--- src/rtl/sgd_update_seq.sv ---
// Time-multiplexed SGD weight update: LANES elements per beat over
// SIZE/LANES beats, result held on a valid/ready output until consumed.
module sgd_update_seq #(
   parameter int INPUT_BITWIDTH = 8,
   parameter int BITWIDTH       = 16,
   parameter int SIZE           = 10,
   parameter int LANES          = 2,
   parameter int SHIFT          = 8
) (
   input  logic                         clk,
   input  logic                         rst_n,
   input  logic                         in_valid,
   output logic                         in_ready,
   input  logic [INPUT_BITWIDTH-1:0]    mu,
   input  logic [INPUT_BITWIDTH*SIZE-1:0] x,
   input  logic [BITWIDTH*SIZE-1:0]     w,
   input  logic [BITWIDTH*SIZE-1:0]     in,
   output logic                         out_valid,
   input  logic                         out_ready,
   output logic [BITWIDTH*SIZE-1:0]     out,
   output logic                         sat_flag
);

   localparam int BEATS  = SIZE / LANES;
   localparam int BEAT_W = (BEATS > 1) ? $clog2(BEATS) : 1;
   localparam int PW     = BITWIDTH + 2*INPUT_BITWIDTH + 1;

   if (SIZE % LANES != 0) begin : g_bad_size
      $error("SIZE must be a multiple of LANES");
   end

   typedef enum logic [1:0] {IDLE, RUN, DONE} state_t;

   state_t                        state;
   logic [BEAT_W-1:0]             beat;
   logic [INPUT_BITWIDTH-1:0]     mu_q;
   logic [INPUT_BITWIDTH*SIZE-1:0] x_q;
   logic [BITWIDTH*SIZE-1:0]      w_q;
   logic [BITWIDTH*SIZE-1:0]      in_q;

   logic [BITWIDTH-1:0] res [LANES];
   logic [LANES-1:0]    lane_sat;

   localparam logic signed [PW-1:0] MAXV =
      {{(PW-BITWIDTH+1){1'b0}}, {(BITWIDTH-1){1'b1}}};
   localparam logic signed [PW-1:0] MINV =
      {{(PW-BITWIDTH+1){1'b1}}, {(BITWIDTH-1){1'b0}}};

   always_comb begin
      int                         idx;
      logic [BITWIDTH-1:0]        ge;
      logic [BITWIDTH-1:0]        we;
      logic [INPUT_BITWIDTH-1:0]  xe;
      logic signed [PW-1:0]       pm, pg, px, p, d, r;
      idx = 0;
      ge  = '0;
      we  = '0;
      xe  = '0;
      pm  = '0;
      pg  = '0;
      px  = '0;
      p   = '0;
      d   = '0;
      r   = '0;
      lane_sat = '0;
      for (int l = 0; l < LANES; l++) begin
         idx = int'(beat) * LANES + l;
         ge  = in_q[BITWIDTH*idx +: BITWIDTH];
         we  = w_q[BITWIDTH*idx +: BITWIDTH];
         xe  = x_q[INPUT_BITWIDTH*idx +: INPUT_BITWIDTH];
         pm  = PW'($signed({1'b0, mu_q}));
         pg  = PW'($signed(ge));
         px  = PW'($signed(xe));
         p   = pm * pg * px;
         // Arithmetic shift floors toward -inf, so small negatives stay -1
         d   = p >>> SHIFT;
         r   = PW'($signed(we)) - d;
         if (r > MAXV) begin
            res[l]      = {1'b0, {(BITWIDTH-1){1'b1}}};
            lane_sat[l] = 1'b1;
         end else if (r < MINV) begin
            res[l]      = {1'b1, {(BITWIDTH-1){1'b0}}};
            lane_sat[l] = 1'b1;
         end else begin
            res[l] = r[BITWIDTH-1:0];
         end
      end
   end

   always_ff @(posedge clk or negedge rst_n) begin
      if (!rst_n) begin
         state     <= IDLE;
         beat      <= '0;
         mu_q      <= '0;
         x_q       <= '0;
         w_q       <= '0;
         in_q      <= '0;
         in_ready  <= 1'b1;
         out_valid <= 1'b0;
         out       <= '0;
         sat_flag  <= 1'b0;
      end else begin
         unique case (state)
            IDLE: begin
               if (in_valid) begin
                  mu_q     <= mu;
                  x_q      <= x;
                  w_q      <= w;
                  in_q     <= in;
                  sat_flag <= 1'b0;
                  beat     <= '0;
                  in_ready <= 1'b0;
                  state    <= RUN;
               end
            end
            RUN: begin
               for (int l = 0; l < LANES; l++)
                  out[BITWIDTH*(int'(beat)*LANES+l) +: BITWIDTH] <= res[l];
               if (|lane_sat)
                  sat_flag <= 1'b1;
               if (beat == BEAT_W'(BEATS-1)) begin
                  beat      <= '0;
                  out_valid <= 1'b1;
                  state     <= DONE;
               end else begin
                  beat <= beat + BEAT_W'(1);
               end
            end
            DONE: begin
               if (out_ready) begin
                  out_valid <= 1'b0;
                  in_ready  <= 1'b1;
                  state     <= IDLE;
               end
            end
            default: begin
               state     <= IDLE;
               in_ready  <= 1'b1;
               out_valid <= 1'b0;
            end
         endcase
      end
   end

endmodule
--- config.mk ---
export PLATFORM = sky130hd
export DESIGN_NAME = sgd_update_seq
export DESIGN_NICKNAME = d
export VERILOG_FILES = /design/src/rtl/sgd_update_seq.sv
export SDC_FILE = /design/constraint.sdc
export NUM_CORES = 2
export LEC_CHECK = 0
export CAP_MARGIN = 20
export CORE_ASPECT_RATIO = 0.75
export CORE_MARGIN = 8
export CORE_UTILIZATION = 35
export CTS_CLUSTER_SIZE = 28
export DETAILED_ROUTE_END_ITERATION = 8
export GPL_TIMING_DRIVEN = 0
export SKIP_CTS_REPAIR_TIMING = 1
export SLEW_MARGIN = 5
export SYNTH_ARGS = -nofsm -noshare
export SYNTH_HDL_FRONTEND = slang
export SYNTH_SLANG_ARGS = --single-unit
--- constraint.sdc ---
create_clock -name clk -period 17.9 [get_ports clk]
set_input_delay 3.58 -clock clk [delete_from_list [all_inputs] [get_ports clk]]
set_output_delay 3.58 -clock clk [all_outputs]
set_load 0.1 [all_outputs]
== After elaboration in Yosys (flattened, before gate mapping) ==
Index checks and enable logic that the tools add are counted.
Operators by class
  add/sub/neg operators: 6
  multiply operators: 4
  $lt $le $gt $ge: 4
  eq/ne operators: 7
  shifts and indexed selects: 10
  multiplexer cells: 25
  bitwise operators: 2
  reductions and logical operators: 9
Operators by type and width (count)
  $bwmux W160: 2
  $shift A16 B33 Y160 const A: 2
  $shiftx A16 B33 Y160: 2
  $shiftx A160 B10 Y16: 2
  $shiftx A160 B9 Y16: 2
  $shiftx A80 B8 Y8: 1
  $shiftx A80 B9 Y8: 1
  $mul A25 B8 Y33: 2
  $mux W16: 4
  $gt A26 B16 Y1 const B: 2
  $lt A26 B16 Y1 const B: 2
  $sub A16 B25 Y26: 2
  $mul A9 B16 Y25: 2
  $neg A8 Y33: 1
  $neg A9 Y33: 1
  $reduce_and A3 Y1: 4
  $mux W1: 9
  $ne A2 B2 Y1 const B: 4
  $mux W2: 3
  $mux W3: 2
  $pmux W1 S3: 2
  $pmux W2 S3: 1
  $pmux W3 S2: 1
  $add A4 B1 Y5 const B: 1
  10 further kinds: 12
Storage, ports and cells
  flip-flop bits (word level): 576
  input bits: 412
  output and inout port bits: 163

== Longest topological paths before layout ==
  word-level depth: 11
  gate-level depth with buffers: 59
  depth with buffers taken out: 55

== Worst setup path after synthesis ==
No wires, ideal clock.
  path type: reg2reg
  start point: reg beat[0]
  end point: reg out[69]
  library setup time: 0.130 ns
  arrival time: 13.351 ns
  data required time: 17.770 ns
  path slack: 4.419 ns
  cell stages (with the launch flop): 52
  clock period less this slack: 13.481 ns
  cell sequence: dfrtp_1 clkbuf_1 buf_2 buf_1 mux4_2 a22oi_1 nand2b_1 fa_1 inv_1 fa_1 ha_1 inv_1 fa_1 inv_1 ha_1 a21o_1 a21oi_1 o21ai_1 [16 not listed] a41o_1 o21ai_0 nand2b_1 o31ai_1 xor2_1 ha_1 and2_1 or4_1 o21ai_0 o21ai_1 a21oi_1 o21ai_1 a2111oi_1 a21oi_2 nor2_2 buf_4 o21a_1 o21ai_1
Between the ends
  cells in the longest elaborated chain, start to end: 10
  elaborated cells between the ends (all ways): 29
  classes of those cells: add/sub (5); mul (4); order compare (4); shift (10); mux (6)
Ends and longest elaborated chain
  start, declared: RTL line 35  | logic [BEAT_W-1:0] beat;
  start signal, assigned: RTL line 126  | beat <= beat + BEAT_W'(1);
  $add A4 B1 Y5 / $shiftx A160 B9 Y16 (equally long branches): RTL line 67, 118, 68
  $shiftx A160 B10 Y16 / $mul A9 B16 Y25 (equally long branches): RTL line 68, 74
  $mul A9 B16 Y25 / $mul A25 B8 Y33 (equally long branches): RTL line 74  | p = pm * pg * px;
  $mul A25 B8 Y33 / $sub A16 B25 Y26 (equally long branches): RTL line 74, 77
  $sub A16 B25 Y26 / $lt A26 B16 Y1 (equally long branches): RTL line 77, 81
  $lt A26 B16 Y1 / $mux W16 (equally long branches): RTL line 81  | end else if (r < MINV) begin
  $mux W16, on equally long branches: RTL line 81, 78
  $mux W16 / $shiftx A16 B33 Y160 (equally long branches): RTL line 78, 118
  $shiftx A16 B33 Y160 / $bwmux W160 (equally long branches): RTL line 118  | out[BITWIDTH*(int'(beat)*LANES+l) +: BITWIDTH] <= res[l];
  $bwmux W160 (*): RTL line 118
  end signal, assigned by index: RTL line 118
  end, declared: RTL line 20  | output logic [BITWIDTH*SIZE-1:0] out,
Every way passes the cells marked *; elsewhere a longest branch is shown, timed or not.
A chain may end at the register's enable or synchronous reset.

== Worst setup path after layout ==
  start point: reg beat[0]
  end point: reg out[34]
The elaborated chain is that of the path after synthesis.

==> flow_metrics.tcl <==
set metrics [dict create \
    ctsHtreeMaxLevel 3 \
    cts_buffer_depth 3 \
    dieHeight_um 339 \
    yosysSeqAreaShare 0.296 \
    syn-num-nets 5785 \
    hpwl_um 139000 \
    die_area_mm2 0.152 \
    antenna_left 0 \
    path_buf_inv 10 \
    dp.cells 7027 \
    fin_crit_sh 0.945 \
    ys_ff_latch 576 \
    antenna_found_initial 26 \
    core_area_mm2 0.138 \
    via_per_inst 5.08 \
    drv_slew 0 \
    critPathKind "reg -> reg" \
    ff_latch_area_mm2 0.0144 \
    r2r-end "out[34]" \
    synth_edf_count 0 \
    critical_path_depth 52 \
    cap_violations 0 \
    cts_buffers 67 \
    dp_slack_ps -299 \
    grt_pass1_wl_um 256000 \
    path_max_fanout 10 \
    worst_setup_path_start_kind "register" \
    cts_root_buffer "clkbuf_16" \
    grt_pass1_vias 38166 \
    r2r_slack_ps 980 \
    ys_types 91 \
    stdcell_count 7162 \
    crit_arrival_ps 17460 \
    critPathMaxStageDelay_ps 710 \
    hold_violations 0 \
    layout_common_cells "678 x inv_1, 575 x dfrtp_1, 573 x clkdlybuf4s50_1" \
    hold_class "reg -> reg" \
    fillers 13236 \
    r2r_start "beat[0]" \
    synth_top_area_frac 0.295 \
    grt_max_degree 113 \
    slowest_stage "xor2_1" \
    ys_warn_count 0 \
    synth_area_leader_cell "dfrtp_1" \
    relSlewSlack 0.202 \
    skew_ps 36.6 \
    reg2reg_depth 52 \
    ios 575 \
    drc 0 \
    worstMarginPinSlew_ps 1200 \
    timing.critical_path.mode_cell "fa_1" \
    drive_above_1_share 0.141 \
    drt_iter0_drc 2415 \
    timing.fmax_mhz 59.1 \
    synth_area_leaders "dfrtp_1 30%, fa_1 21%, mux2_2 9.6%" \
    grt_setup_unrepaired "no" \
    end_kind "register" \
    setup_viol 0 \
    cts_tree "built" \
    fin_ws_ps 977 \
    synth.avg_cell_area_um2 10.6 \
    syn_inst 4578 \
    final_common_cell "inv_1" \
    rows 118 \
    vias 36387 \
    cts_sinks 576 \
    grt-ovfl-total 0 \
    start_util 0.353 \
    fin_crit_ps 16920 \
    grt.total_usage 0.224 \
    netlist_area_mm2 0.0487 \
    crit_path_end "out[34]" \
    place_congestion 0.923 \
    die_w_um 447 \
    async_flop_share 1.00 \
    clock_latency_ps 710 \
    multiInputGateArea_mm2 0.0310 \
    status "complete, no violations" \
    final_net_count 6444 \
    wl_um 170000 \
    syn2layout_area_growth_pct 21.9 \
    dr.pass1.iters 7 \
    worstSetupStartpoint "beat[0]" \
    cp_top_family "adder cells" \
    final.setup.tns_ps 0 \
    place.port_buffers 574 \
    ys.flop_type "dfrtp_1" \
    clk_pin_slew_ps 60 \
    post_drt_wl_per_cell_um 23.8 \
    cp.required_ps 18440 \
]
-- through the flow --
stage	hold WS, ps	area, um2	util
2_1_floorplan	475	48700	-
3_3_place_gp	465	56800	0.411
3_5_place_dp	473	57100	0.413
4_1_cts	489	59400	0.430
5_1_grt	502	59400	0.430
6_report	486	59400	0.430
-- synth_stat cells, types with 5 or more instances --
master      n
or3_1      13
o31a_1      5
o21ai_1    67
a22o_1     47
mux2i_1     6
or2_2      55
fa_1      518
buf_2       9
a31oi_1    14
nand4_1     9
o211ai_1   80
ha_1      277
and2_1     63
o31ai_1    15
o21bai_1    8
nor4_1      9
nor2_1    317
or4_1       5
o21ai_0    68
buf_1      16
xor2_1     60
nor3_1     30
a22oi_1    32
nand2_4     5
a211o_1     5
dfrtp_1   575
a21oi_1    98
a211oi_1   13
clkbuf_1  148
mux2_2    416
o21a_1     34
nor3b_1     8
mux4_2     78
and3_1     12
inv_1     678
o211ai_2    5
nand2_1   316
nand2b_1   87
a21o_1     27
xnor2_1    79
nand3_1    25
nor2b_1   162
buf_6       6
-- cells by family after synthesis --
logic type               synth area share
AO/OA/AOI/OAI                      0.0804
XOR/XNOR                           0.0253
adder cells (fa/ha/maj)             0.284
buffers and inverters              0.0681
flip-flops                          0.296
multiplexers                        0.133
AND/OR/NAND/NOR                     0.113
-- state kept, by name, indices dropped and copies added (netlist names) --
| name | count |
|---|---|
| beat | 3 |
| in_q | 160 |
| in_ready | 1 |
| mu_q | 8 |
| out | 160 |
| out_valid | 1 |
| sat_flag | 1 |
| state | 2 |
| w_q | 160 |
| x_q | 80 |
-- tightest hold or removal path, cell delays in order (launching register included) --
cell	delay [ps]
dfrtp_1	340
nand2_1	50
o21ai_0	60
-- layer usage --
metal,vias to the layer above,global-route usage,wire (um)
li1,16359,-,-
met1,18563,0.307,73700
met2,1220,0.346,77100
met3,231,0.0544,12500
met4,14,0.0783,7040
met5,-,0,92
-- worst min path at each step --
stage / from / end / cells past startpoint
2_1_floorplan: w_q[113] / w_q[113] / 1
3_3_place_gp: out[111] / out[111] / 2
3_5_place_dp: out[127] / out[127] / 2
4_1_cts: out[2] / out[2] / 2
5_1_grt: out[43] / out[43] / 2
6_report: out[131] / out[131] / 2
-- area by class of cell --
class,instances,share of cell area
multi-input cells,3140,0.522
flip-flops and latches,576,0.243
repair buffers,590,0.102
inverters,679,0.0429
well taps,1860,0.0392
clock buffers,99,0.0333
plain buffers,183,0.0133
clock inverters,22,0.00438
diodes,13,0.000547
Power is left out: the tool's default activity adds up to more than one toggle a clock period on the data nets, which glitch-free logic cannot reach.
